<file path="src/rtl/operand_loader.sv">
// operand_loader
// Captures the switch word into NREG operand slots, one slot per debounced
// press of the load button, filling slot 0 first. Flags when every slot of
// the current sequence is filled. A debounced press of the clear button
// restarts the sequence.
//
// Ports:
//   clk        in   system clock; all logic runs on the rising edge
//   reset      in   asynchronous active-low reset; release is synchronous to clk
//   switches   in   [SW]       switch word, sampled when a load is performed
//   btn_load   in   raw load push-button (asynchronous, bouncy, active-high)
//   btn_clear  in   raw clear push-button (asynchronous, bouncy, active-high)
//   data_out   out  [NREG*SW]  packed slots; slot i is at [i*SW +: SW]
//   slot_idx   out  [IW]       index of the next slot to be written
//   all_loaded out  high while every slot holds a value from this sequence
//   load_done  out  one-cycle pulse after the last slot is written
module operand_loader #(
    parameter int SW         = 16,
    parameter int NREG       = 3,
    parameter int DB_CYCLES  = 1000000,
    parameter int WRAP       = 1,
    parameter int CLEAR_DATA = 0
) (
    input  logic                                      clk,
    input  logic                                      reset,
    input  logic [SW-1:0]                             switches,
    input  logic                                      btn_load,
    input  logic                                      btn_clear,
    output logic [NREG*SW-1:0]                        data_out,
    output logic [((NREG > 1) ? $clog2(NREG) : 1)-1:0] slot_idx,
    output logic                                      all_loaded,
    output logic                                      load_done
);

    localparam int IW = (NREG > 1) ? $clog2(NREG) : 1;
    localparam int CW = (DB_CYCLES > 1) ? $clog2(DB_CYCLES + 1) : 1;
    // The counter is compared one short of DB_CYCLES: the edge on which it
    // would reach DB_CYCLES is the edge that accepts the new level.
    localparam logic [CW-1:0] CNT_LAST = CW'(DB_CYCLES - 1);
    localparam logic [IW-1:0] IDX_LAST = IW'(NREG - 1);

    typedef enum logic {
        ST_FILL = 1'b0,
        ST_FULL = 1'b1
    } state_t;

    // Bit 0 = load button, bit 1 = clear button.
    logic [1:0] w_btn_raw;
    logic [1:0] w_press;

    assign w_btn_raw = {btn_clear, btn_load};

    // Per-button conditioning: 2-flop synchronizer, stability counter,
    // rising-edge pulse of the debounced level.
    for (genvar gi = 0; gi < 2; gi++) begin : g_btn
        logic          r_sync1;
        logic          r_sync2;
        logic          r_level;
        logic          r_level_d;
        logic          r_pulse;
        logic [CW-1:0] r_cnt;

        always_ff @(posedge clk or negedge reset) begin
            if (!reset) begin
                r_sync1   <= 1'b0;
                r_sync2   <= 1'b0;
                r_level   <= 1'b0;
                r_level_d <= 1'b0;
                r_pulse   <= 1'b0;
                r_cnt     <= '0;
            end else begin
                r_sync1 <= w_btn_raw[gi];
                r_sync2 <= r_sync1;
                if (r_sync2 != r_level) begin
                    if (r_cnt == CNT_LAST) begin
                        r_level <= r_sync2;
                        r_cnt   <= '0;
                    end else begin
                        r_cnt <= r_cnt + CW'(1);
                    end
                end else begin
                    // Any glitch back to the accepted level restarts the count.
                    r_cnt <= '0;
                end
                r_level_d <= r_level;
                r_pulse   <= r_level & ~r_level_d;
            end
        end

        assign w_press[gi] = r_pulse;
    end

    logic w_load_pulse;
    logic w_clr_pulse;

    assign w_load_pulse = w_press[0];
    assign w_clr_pulse  = w_press[1];

    state_t          r_state;
    state_t          w_state_next;
    logic [IW-1:0]   r_slot_idx;
    logic [IW-1:0]   w_idx_next;
    logic            r_all_loaded;
    logic            w_all_next;
    logic            r_load_done;
    logic            w_done_next;
    logic            w_wr_en;
    logic [IW-1:0]   w_wr_idx;
    logic            w_clr_data;

    always_ff @(posedge clk or negedge reset) begin
        if (!reset) begin
            r_state      <= ST_FILL;
            r_slot_idx   <= '0;
            r_all_loaded <= 1'b0;
            r_load_done  <= 1'b0;
        end else begin
            r_state      <= w_state_next;
            r_slot_idx   <= w_idx_next;
            r_all_loaded <= w_all_next;
            r_load_done  <= w_done_next;
        end
    end

    always_comb begin
        w_state_next = r_state;
        w_idx_next   = r_slot_idx;
        w_all_next   = r_all_loaded;
        w_done_next  = 1'b0;
        w_wr_en      = 1'b0;
        w_wr_idx     = r_slot_idx;
        w_clr_data   = 1'b0;

        // Clear takes priority over a simultaneous load: nothing is written.
        if (w_clr_pulse) begin
            w_state_next = ST_FILL;
            w_idx_next   = '0;
            w_all_next   = 1'b0;
            w_clr_data   = (CLEAR_DATA != 0);
        end else if (w_load_pulse) begin
            case (r_state)
                ST_FILL: begin
                    w_wr_en = 1'b1;
                    if (r_slot_idx == IDX_LAST) begin
                        w_state_next = ST_FULL;
                        w_idx_next   = '0;
                        w_all_next   = 1'b1;
                        w_done_next  = 1'b1;
                    end else begin
                        w_idx_next = r_slot_idx + IW'(1);
                    end
                end
                ST_FULL: begin
                    if (WRAP != 0) begin
                        w_wr_en  = 1'b1;
                        w_wr_idx = '0;
                        if (NREG == 1) begin
                            // A single slot is complete again immediately.
                            w_done_next = 1'b1;
                        end else begin
                            w_state_next = ST_FILL;
                            w_idx_next   = IW'(1);
                            w_all_next   = 1'b0;
                        end
                    end
                end
                default: begin
                    w_state_next = ST_FILL;
                end
            endcase
        end
    end

    for (genvar gi = 0; gi < NREG; gi++) begin : g_slot
        logic [SW-1:0] r_slot;

        always_ff @(posedge clk or negedge reset) begin
            if (!reset) begin
                r_slot <= '0;
            end else if (w_clr_data) begin
                r_slot <= '0;
            end else if (w_wr_en && (w_wr_idx == IW'(gi))) begin
                r_slot <= switches;
            end
        end

        assign data_out[gi*SW +: SW] = r_slot;
    end

    assign slot_idx   = r_slot_idx;
    assign all_loaded = r_all_loaded;
    assign load_done  = r_load_done;

endmodule

</file>
<file path="config.mk">
export PLATFORM = sky130hd
export DESIGN_NAME = operand_loader
export DESIGN_NICKNAME = d
export VERILOG_FILES = /design/src/rtl/operand_loader.sv
export SDC_FILE = /design/constraint.sdc
export NUM_CORES = 1
export LEC_CHECK = 0
export CELL_PAD_IN_SITES_DETAIL_PLACEMENT = 0
export CELL_PAD_IN_SITES_GLOBAL_PLACEMENT = 1
export CORE_ASPECT_RATIO = 1.5
export CORE_UTILIZATION = 42
export CTS_BUF_LIST = sky130_fd_sc_hd__clkbuf_16
export CTS_CLUSTER_SIZE = 12
export DETAILED_ROUTE_END_ITERATION = 10
export GPL_TIMING_DRIVEN = 0
export PLACE_DENSITY = 0.8
export SLEW_MARGIN = 20
export SYNTH_ARGS = -nofsm -noshare
export SYNTH_HDL_FRONTEND = slang
export SYNTH_SLANG_ARGS = --single-unit
export TNS_END_PERCENT = 5
</file>
<file path="constraint.sdc">
create_clock -name clk -period 2.8 [get_ports clk]
set_input_delay 0.56 -clock clk [delete_from_list [all_inputs] [get_ports clk]]
set_output_delay 0.56 -clock clk [all_outputs]
set_load 0.01 [all_outputs]
</file>
==> Word level (Yosys, flattened, before mapping) <==
Index checks and enable logic that the tools add are counted.
{ "totals": {"register_bits": 103, "mem_count": 0, "input_bits": 20, "latch_bits": 0, "output_inout_bits": 52, "mem_bits_ro": 0, "ramBits": 0} }
{ "op_classes": {"n_eq_ne": 8, "n_bitwise": 5, "n_reduce_logical": 8, "multipliers": 0, "add_sub_neg": 3, "n_shift": 0, "n_div": 0, "magnitude_cmp": 0, "mux": 24} }
{ "op_table": {"columns": ["operator", "n"], "rows": [
  ["20-bit two-way mux", 4],
  ["20-bit by 1-bit adder with 20-bit output, second input constant", 2],
  ["20-bit equality test, second input constant", 2],
  ["2-bit two-way mux", 6],
  ["1-bit two-way mux", 11],
  ["2-bit AND reduction", 3],
  ["2-bit equality test, second input constant", 2],
  ["1-bit case mux with 2 select lines", 2],
  ["2-bit case mux with 2 select lines", 1],
  ["1-bit logical AND", 3],
  ["3-bit inequality test, second input constant", 1],
  ["1-bit NOT", 3],
  ["2-bit by 1-bit adder with 2-bit output, second input constant", 1],
  ["1-bit bitwise AND", 2],
  ["2-bit by 1-bit equality test with 1-bit output, second input constant", 1],
  ["2-bit zero test", 1],
  ["1-bit inequality test", 2],
  ["2-bit nonzero test", 1]
]} }

==> Longest topological paths before layout <==
Gate-level depths: netlist of the first run.
{ "logic_depth": {"depth_word": 5, "ltp_mapped": 6} }

==> Least setup slack after synthesis of the first run <==
OpenSTA, ideal clock, no wires.
{ "synth_path": {"path_kind": "flip-flop to flip-flop", "startpoint": "reg g_btn[1].r_cnt[8]", "endpoint": "reg g_btn[1].r_level", "synth_period_minus_slack_ns": 2.030, "path_buffers": 0, "path_slack_ns": 0.770, "arrival_ns": 1.906, "required_time_ns": 2.675, "setup_time_ns": 0.125, "stages_incl_launch_ff": 5, "path_cell_list": "dfrtp_1 -> or4b_2 -> or4_1 -> nor2_1 -> mux2_2"} }
{ "synth_between": {"elab_chain_cells": 2} }
{ "synth_rtl": {"columns": ["element", "line", "source"], "rows": [
  ["start, declared", "61", "logic [CW-1:0] r_cnt;"],
  ["start signal, assigned", "79", "r_cnt <= r_cnt + CW'(1);"],
  ["20-bit equality test", "75", "if (r_cnt == CNT_LAST) begin"],
  ["2-bit AND reduction (no line)", null, null],
  ["end signal, assigned", "76", "r_level <= r_sync2;"],
  ["end, declared", "58", "logic r_level;"]
]} }
Every way passes these cells.
A chain may end at the register's enable or synchronous reset.

==> Worst setup path after layout of the first run <==
{ "layout_path": {"startpoint": "reg r_slot_idx[0], in the netlist slot_idx[0]", "endpoint": "reg g_slot[0].r_slot[14]"} }
{ "layout_between": {"elab_chain_cells": 5} }
{ "layout_rtl": {"columns": ["element", "line", "source"], "rows": [
  ["start, declared", "101", "logic [IW-1:0] r_slot_idx;"],
  ["start signal, assigned", "119", "r_slot_idx <= w_idx_next;"],
  ["2-bit two-way mux", "141", "case (r_state)"],
  ["2-bit two-way mux", "140", "end else if (w_load_pulse) begin"],
  ["2-bit two-way mux *", "135", "if (w_clr_pulse) begin"],
  ["2-bit zero test *", "182", "end else if (w_wr_en && (w_wr_idx == IW'(gi))) begin"],
  ["1-bit logical AND *", "182", null],
  ["end signal, assigned", "183", "r_slot <= switches;"],
  ["end, declared", "175", "logic [SW-1:0] r_slot;"]
]} }
Mark *: on every way between the ends. The rest lies on a longest branch, timed or not.

==> results by group, run 1 <==
Worst setup path
  • Setup slack, reg-to-reg: about 630 ps
  • Nature of the critical path startpoint: flop
  • Category of cells accounting for the largest share of critical-path delay: compound AO/OA/AOI/OAI gates
  • Worst R2R End: g_slot[0].r_slot[14]
  • Max stage delay on crit path: about 620 ps
  • Largest fanout on the critical path: 10
  • Origin of the critical flop-to-flop path: slot_idx[0]
  • Worst endpoint required time: 3030 ps
  • CP Capture Type: flop
  • Kind of critical path: flop to flop
  • Buffering stage count on the worst path with inverters included: 1
  • Reg2reg path depth: 4
  • Worst Path Arrival: 2400 ps
  • Worst path cell trace: nor2_1, o21ai_1, clkbuf_1, mux2_2
  • Worst-path cell with the longest stage delay: sky130_fd_sc_hd__o21ai_1

Die
  • Starting density of the core: 43.8%
  • Core box area: 9800 um^2
  • Die Outline Area: 10600 um^2
  • Horiz. Die Dim: between 80 and 90 um
  • # rows: 44
  • Floorplan die height: 126 um
  • Total I/O pin count: 72

Place
  • Worst-case setup slack after placement: 589 ps
  • Instance area at placement: 5170 um^2
  • Half-perimeter wire length of the detailed placement result: 5910 um
  • PortBufs: 71
  • RD Place Congestion: 0.775

Final layout
  • Number of nets in the layout: 448
  • Fraction of layout cells with a size suffix above 1: between 10% and 20%
  • Area grow syn2layout: 27.9%
  • Final Cell Area: between 5000 and 6000 um^2
  • ANT cells: 0

Global route
  • Total global routing track utilization: around 17%
  • Largest net degree at the start of global routing: between 70 and 80
  • First-pass GRT wire length: 14700 um
  • Number of global-route vias before repair: 3052
  • Leftover overflow at the end of global routing: 0
  • Initial antenna violation count: 0

Logic synthesis
  • Number of cells produced by synthesis: 343
  • Cell type with the highest aggregate area in the netlist: sky130_fd_sc_hd__dfrtp_1
  • Leading register cell type out of synthesis: sky130_fd_sc_hd__dfrtp_1
  • Yosys Warn Count: 0
  • Number of different library cells in the post-synthesis netlist: 40
  • Flop and latch count out of synthesis: 103
  • Net Count, Synth: 365
  • Share of the synthesized area in the top cell type: 60.1%
  • Leading post-synthesis cells by cell area: sky130_fd_sc_hd__dfrtp_1, sky130_fd_sc_hd__mux2_2, sky130_fd_sc_hd__xnor2_1
  • Mean area per synthesized cell: 12.5 um^2
  • Number of enable-type register cells in the synthesized netlist: 0
  • Asr flop ratio synth: 100%
  • Syn Std Cell Area: roughly 4300 um^2
  • Sequential share of the synthesized area: 60.1%

Timing
  • Final number of hold-violating endpoints: 0
  • Min cycle time layout: 2170 ps
  • Total count of max-transition violations in the final report: 0
  • Setup slack of the critical path after layout: around 630 ps
  • Peak Freq: 0.462 GHz
  • Setup repair after global routing missed its margin: no
  • Least-Margin Pin Slew: 784 ps
  • Number of setup violations in the final report: 0
  • Headroom to the max-slew limit: 47.4%
  • Maximum clock skew at final layout: 8.40 ps
  • Post-route fraction of the period consumed by the critical path: 77.4%

Clock network
  • Clock latency at the later pin of the worst-skew pair: 340 ps
  • Number of hold buffers added after CTS: 0
  • CTS H-tree lvls: 3
  • Cells resized by post-CTS repair: 0
  • Inserted Clock Buffers: 9
  • CTS root buf: sky130_fd_sc_hd__clkbuf_16
  • Clk sink count: just over 100
  • TritonCTS clock tree: built
  • Number of buffers on the longest clock path: 2
  • Number of setup buffers added after CTS: 0
  • Clock transition time at the flip-flop clock pins of the worst setup and hold paths: approximately 70 ps

Run status
  • Violated checks: DRC
  • Status: complete, but fails checks

Drt
  • Detailed-routing iteration count for the pre-antenna-repair pass: 7
  • Drc violations: 6
  • Remaining number of nets flagged by the antenna check after routing: 0
  • Per-cell routed wire length: 15.4 um
  • Iteration-0 DRC Markers: 100
  • Routed Wire Length: 8380 um
  • Vias per cell: 5.21
  • Count of vias placed by the detailed router: approximately 2800

Pwr
  • Pwr/cell area: 564 nW/um^2
  • Sw Pwr: 661 uW
  • Fraction of power spent switching nets: 21.4%
  • Internal power of the cells: 2430 uW
  • Portion of total power attributed to sequential cells: between 50% and 60%
  • IR drop worst, VDD: around 320 uV
  • Combinational Power Share: 7.0%
  • Lkg Pwr: 0.00230 uW
  • Clock share of power: 42.6%

Min path
  • Worst hold path class: input port to asynchronous set/reset pin

Job
  • Maximum Capacitance Violations: 0
[final cells by class]
class	count	area [um^2]
sequential	103	2580
clock buffer	9	225
multi-input combinational	225	1650
clock inverter	7	88.8
fill	840	4310
buffer	6	31.3
timing repair buffer	72	739
tap	115	144
inverter	9	33.8
[per-stage QoR]
step / hold slack (ps) / TNS [ps] / util [%] / total power (uW) / std cells
finish: 79.0 / 0 / 56.0 / 3090 / 546
detailed placement: 336 / 0 / 52.8 / 1810 / 530
global placement: 335 / -264360 / 52.5 / 1800 / 529
CTS: 77.1 / 0 / 56.0 / 3130 / 546
global route: 91.6 / 0 / 56.0 / 3210 / 546
floorplan: 264 / 0 / - / 1650 / 343
[synth_stat cells (7+ instances only)]
library cell and n:
sky130_fd_sc_hd__a21oi_1 8, sky130_fd_sc_hd__dfrtp_1 103, sky130_fd_sc_hd__inv_1 9, sky130_fd_sc_hd__mux2_2 50
sky130_fd_sc_hd__nand2_1 18, sky130_fd_sc_hd__nand3_1 14, sky130_fd_sc_hd__nand4_1 7, sky130_fd_sc_hd__nor2_1 38
sky130_fd_sc_hd__nor3_1 7, sky130_fd_sc_hd__nor4_1 7, sky130_fd_sc_hd__xnor2_1 20, sky130_fd_sc_hd__xor2_1 10
[routing by layer]
metal	GRT usage, %	share of wire (%)
met5	0	0
met4	6.68	1.8
met3	2.95	3.3
met2	30.6	53
met1	20.9	41
[layout by cell type (no fill, tap or decap), types with 3 or more instances in the layout]
| master | synthesis | routed |
|---|---|---|
| sky130_fd_sc_hd__dfrtp_1 | 103 | 103 |
| sky130_fd_sc_hd__clkdlybuf4s50_1 | 0 | 70 |
| sky130_fd_sc_hd__mux2_2 | 50 | 50 |
| sky130_fd_sc_hd__nor2_1 | 38 | 38 |
| sky130_fd_sc_hd__xnor2_1 | 20 | 20 |
| sky130_fd_sc_hd__nand2_1 | 18 | 18 |
| sky130_fd_sc_hd__nand3_1 | 14 | 14 |
| sky130_fd_sc_hd__inv_1 | 9 | 11 |
| sky130_fd_sc_hd__xor2_1 | 10 | 10 |
| sky130_fd_sc_hd__clkbuf_16 | 0 | 9 |
| sky130_fd_sc_hd__a21oi_1 | 8 | 8 |
| sky130_fd_sc_hd__nor4_1 | 7 | 7 |
| sky130_fd_sc_hd__nor3_1 | 7 | 7 |
| sky130_fd_sc_hd__nand4_1 | 7 | 7 |
| sky130_fd_sc_hd__or4_1 | 5 | 5 |
| sky130_fd_sc_hd__nor2b_1 | 5 | 5 |
| sky130_fd_sc_hd__and3_1 | 4 | 4 |
| sky130_fd_sc_hd__o21ai_0 | 3 | 3 |
| sky130_fd_sc_hd__or3_1 | 3 | 3 |
| sky130_fd_sc_hd__o31ai_1 | 3 | 3 |
| sky130_fd_sc_hd__clkbuf_1 | 3 | 3 |
[cells by family (layout without fill, tap and decap cells)]
kind of cell	count (synthesis)	count (layout)	share of synthesized area [%]
and+or+nand+nor	122	122	15.2
DFF	103	103	60.1
muxes	51	51	13.4
xor gates and xnor gates	30	30	6.13
AOI/OAI and AO/OA	20	20	3.12
buffers and inverters	15	103	1.52
adders and majority gates	2	2	0.583
[state kept, by name, summed over array words and instances, names as in the netlist]
name and cells:
all_loaded 1, g_btn.r_cnt 40, g_btn.r_level 2, g_btn.r_level_d 2
g_btn.r_pulse 2, g_btn.r_sync1 2, g_btn.r_sync2 2, g_slot.r_slot 48
load_done 1, r_state 1, slot_idx 2
[power groups by stage]
stage / Clock (uW) / Sequential, uW / Combinational, uW
after global routing: 1410 / 1560 / 237
after floorplan: 0 / 1600 / 53.4
after global placement: 0 / 1590 / 213
final: 1320 / 1560 / 217
after detailed placement: 0 / 1590 / 222
after CTS: 1350 / 1560 / 223
[worst reg2reg max path, cell delays in order (launching register included)]
cell                       delay, ps
sky130_fd_sc_hd__dfrtp_1         410
sky130_fd_sc_hd__nor2_1           70
sky130_fd_sc_hd__o21ai_1         620
sky130_fd_sc_hd__clkbuf_1        550
sky130_fd_sc_hd__mux2_2          410
[worst max path at each step]
| stage | depth (start not counted) | slack, ps | to | startpoint |
|---|---|---|---|---|
| 2_1_floorplan | 4 | 770 | g_btn[1].r_level | g_btn[1].r_cnt[8] |
| 3_3_place_gp | 1 | -2580 | load_done | reset |
| 3_5_place_dp | 5 | 590 | g_slot[1].r_slot[10] | g_btn[0].r_pulse |
| 4_1_cts | 5 | 580 | g_slot[1].r_slot[10] | g_btn[0].r_pulse |
| 5_1_grt | 4 | 460 | g_slot[0].r_slot[10] | slot_idx[0] |
| 6_report | 4 | 630 | g_slot[0].r_slot[14] | slot_idx[0] |
Power figures use the tool's default switching activity.
==> run 2, diff against run 1 <==
- clock period: 2.8 -> 2.2 ns (I/O delays scaled with it)
==> run 2 against run 1 <==
  * Critical endpoint is now g_btn[1].r_level
  * Die area unchanged
  * Count of clock-buffer cells in the layout unchanged
  * Hold slack better by 270 ps
  * The flow still finishes with violations (DRC)
==> results by group, run 2 (synthesis gave the netlist of run 1 again) <==
Timing
  • Final number of hold-violating endpoints: 0
  • Total count of max-transition violations in the final report: 0
  • Setup slack of the critical path after layout: about 47 ps
  • Min cycle time layout: about 2200 ps
  • Peak Freq: 0.464 GHz
  • Setup repair after global routing missed its margin: yes
  • Number of setup violations in the final report: 0
  • Sum Neg Setup Slack: 0 ps
  • Maximum clock skew at final layout: approximately 7.6 ps
  • Post-route fraction of the period consumed by the critical path: between 90 and 100%
  • Least-Margin Pin Slew: 623 ps
  • Headroom to the max-slew limit: approximately 58%

Clock network
  • CTS root buf: sky130_fd_sc_hd__clkbuf_16
  • Number of buffers on the longest clock path: 2
  • Clk sink count: 103
  • Inserted Clock Buffers: 9
  • Number of setup buffers added after CTS: 0
  • CTS H-tree lvls: 3
  • Clock transition time at the flip-flop clock pins of the worst setup and hold paths: ~70 ps
  • TritonCTS clock tree: built
  • Clock latency at the later pin of the worst-skew pair: about 340 ps

Pwr
  • Portion of total power attributed to sequential cells: a little over 50%
  • Clock share of power: 42.6%
  • Pwr/cell area: 715 nW/um^2
  • Internal power of the cells: 3100 uW
  • Fraction of power spent switching nets: 21.3%
  • Lkg Pwr: around 0.0023 uW
  • Sw Pwr: ~840 uW
  • Total Power: around 3900 uW
  • Combinational Power Share: 7.0%
  • IR drop worst, VDD: 406 uV

Worst setup path
  • Source of the critical timing path: g_btn[1].r_cnt[8]
  • Crit path capture: g_btn[1].r_level
  • Worst endpoint required time: 2430 ps
  • Kind of critical path: flop to flop
  • Worst Path Arrival: about 2400 ps
  • Origin of the critical flop-to-flop path: g_btn[1].r_cnt[8]
  • Worst R2R End: g_btn[1].r_level
  • Reg2reg path depth: 4
  • Nature of the critical path startpoint: flop
  • CP Capture Type: flop
  • Setup slack, reg-to-reg: about 47 ps
  • Largest fanout on the critical path: 5

Die
  • # rows: 44
  • Starting density of the core: 43.8%
  • Horiz. Die Dim: 84.5 um
  • Die Outline Area: about 11000 um^2
  • Total I/O pin count: 72
  • Floorplan die height: 126 um
  • Core box area: 9800 um^2

Global route
  • First-pass GRT wire length: 14700 um
  • Largest net degree at the start of global routing: slightly below 80
  • Number of global-route vias before repair: about 3100
  • Leftover overflow at the end of global routing: 0
  • Initial antenna violation count: 0
  • Total global routing track utilization: 17.3%

Final layout
  • Number of flip-flops under the largest register name: 48
  • Non-filler instance count after layout: 547
  • ANT cells: 0
  • Fillcell total: 838
  • Largest register by flop count: g_slot.r_slot
  • Fraction of layout cells with a size suffix above 1: 18.5%
  • Commonest non-fill, non-tap cells in the layout: sky130_fd_sc_hd__dfrtp_1, sky130_fd_sc_hd__clkdlybuf4s50_1, sky130_fd_sc_hd__mux2_2
  • Area grow syn2layout: 28.3%
  • Area used by sequential logic in the layout: 2580 um^2
  • Number of nets in the layout: around 450
  • Leading cell type in the layout, fill and taps excluded: sky130_fd_sc_hd__dfrtp_1
  • Biggest registers after layout: g_slot.r_slot x48, g_btn.r_cnt x40
  • Combined area of the multi-input logic cells: 1650 um^2

Drt
  • Count of vias placed by the detailed router: 2853
  • Detailed-routing iteration count for the pre-antenna-repair pass: 7
  • Drc violations: 6
  • Vias per cell: 5.22
  • Iteration-0 DRC Markers: 114
  • Routed Wire Length: 8370 um
  • Remaining number of nets flagged by the antenna check after routing: 0
  • Per-cell routed wire length: around 15 um

Place
  • RD Place Congestion: 0.775
  • Half-perimeter wire length of the detailed placement result: 5910 um
  • PortBufs: between 70 and 80
  • Worst-case setup slack after placement: -10.6 ps
  • Number of placed cells counting well taps: 530

Run status
  • Status: complete, but fails checks
  • Violated checks: DRC

Min path
  • Worst hold path class: flop to flop

Job
  • Maximum Capacitance Violations: 0
run 2: layout make-up:
| class | count | share of cell area, % |
|---|---|---|
| clock inverter | 7 | 1.61 |
| buffer | 6 | 0.614 |
| clock buffer | 9 | 4.09 |
| multi-input combinational | 225 | 30.0 |
| sequential | 103 | 46.9 |
| tap | 115 | 2.61 |
| inverter | 9 | 0.614 |
| timing repair buffer | 73 | 13.6 |
run 2: repair_timing:
| item | CTS | global route |
|---|---|---|
| endpoints found under the setup margin | 9 | 22 |
| endpoints found under the hold margin | 26 | 0 |
| hold buffers | 1 | 0 |
| pin swaps | 0 | 0 |
| gates resized for setup | 1 | 4 |
run 2: critical path, stage by stage, from the launching register on:
cell	delay [ps]
sky130_fd_sc_hd__dfrtp_2	450
sky130_fd_sc_hd__or4b_2	660
sky130_fd_sc_hd__or4_1	440
sky130_fd_sc_hd__nor2_1	150
sky130_fd_sc_hd__mux2_2	350
run 2: worst min-delay path by stage:
stage	startpoint	endpoint	slack [ps]	cells after the start
3_3_place_gp	g_btn[1].r_sync1	g_btn[1].r_sync2	340	0
4_1_cts	g_btn[1].r_sync1	g_btn[1].r_sync2	350	0
2_1_floorplan	reset	all_loaded	140	0
3_5_place_dp	reset	g_btn[0].r_cnt[1]	320	1
6_report	g_btn[1].r_sync1	g_btn[1].r_sync2	350	0
5_1_grt	g_btn[1].r_sync1	g_btn[1].r_sync2	360	0
run 2: power by group through the flow:
stage | Clock [uW] | Sequential (uW) | Combinational [uW]
after CTS | 1720 | 1980 | 285
final | 1680 | 1980 | 277
after detailed placement | 0 | 2020 | 282
after floorplan | 0 | 2040 | 68.0
after global placement | 0 | 2020 | 272
after global routing | 1790 | 1990 | 304
run 2: layer usage:
metal,GRT usage (%),share of wire [%]
met1,21.0,41
met2,30.6,53
met3,2.95,3.3
met4,6.68,1.9
met5,0,0
run 2: through the flow:
stage | utilization (%) | cell area, um^2 | hold WS [ps]
detailed placement | 52.8 | 5170 | 324
finish | 56.2 | 5500 | 353
global placement | 52.5 | 5140 | 335
global route | 56.2 | 5500 | 359
CTS | 56.1 | 5500 | 351
floorplan | - | 4290 | 144
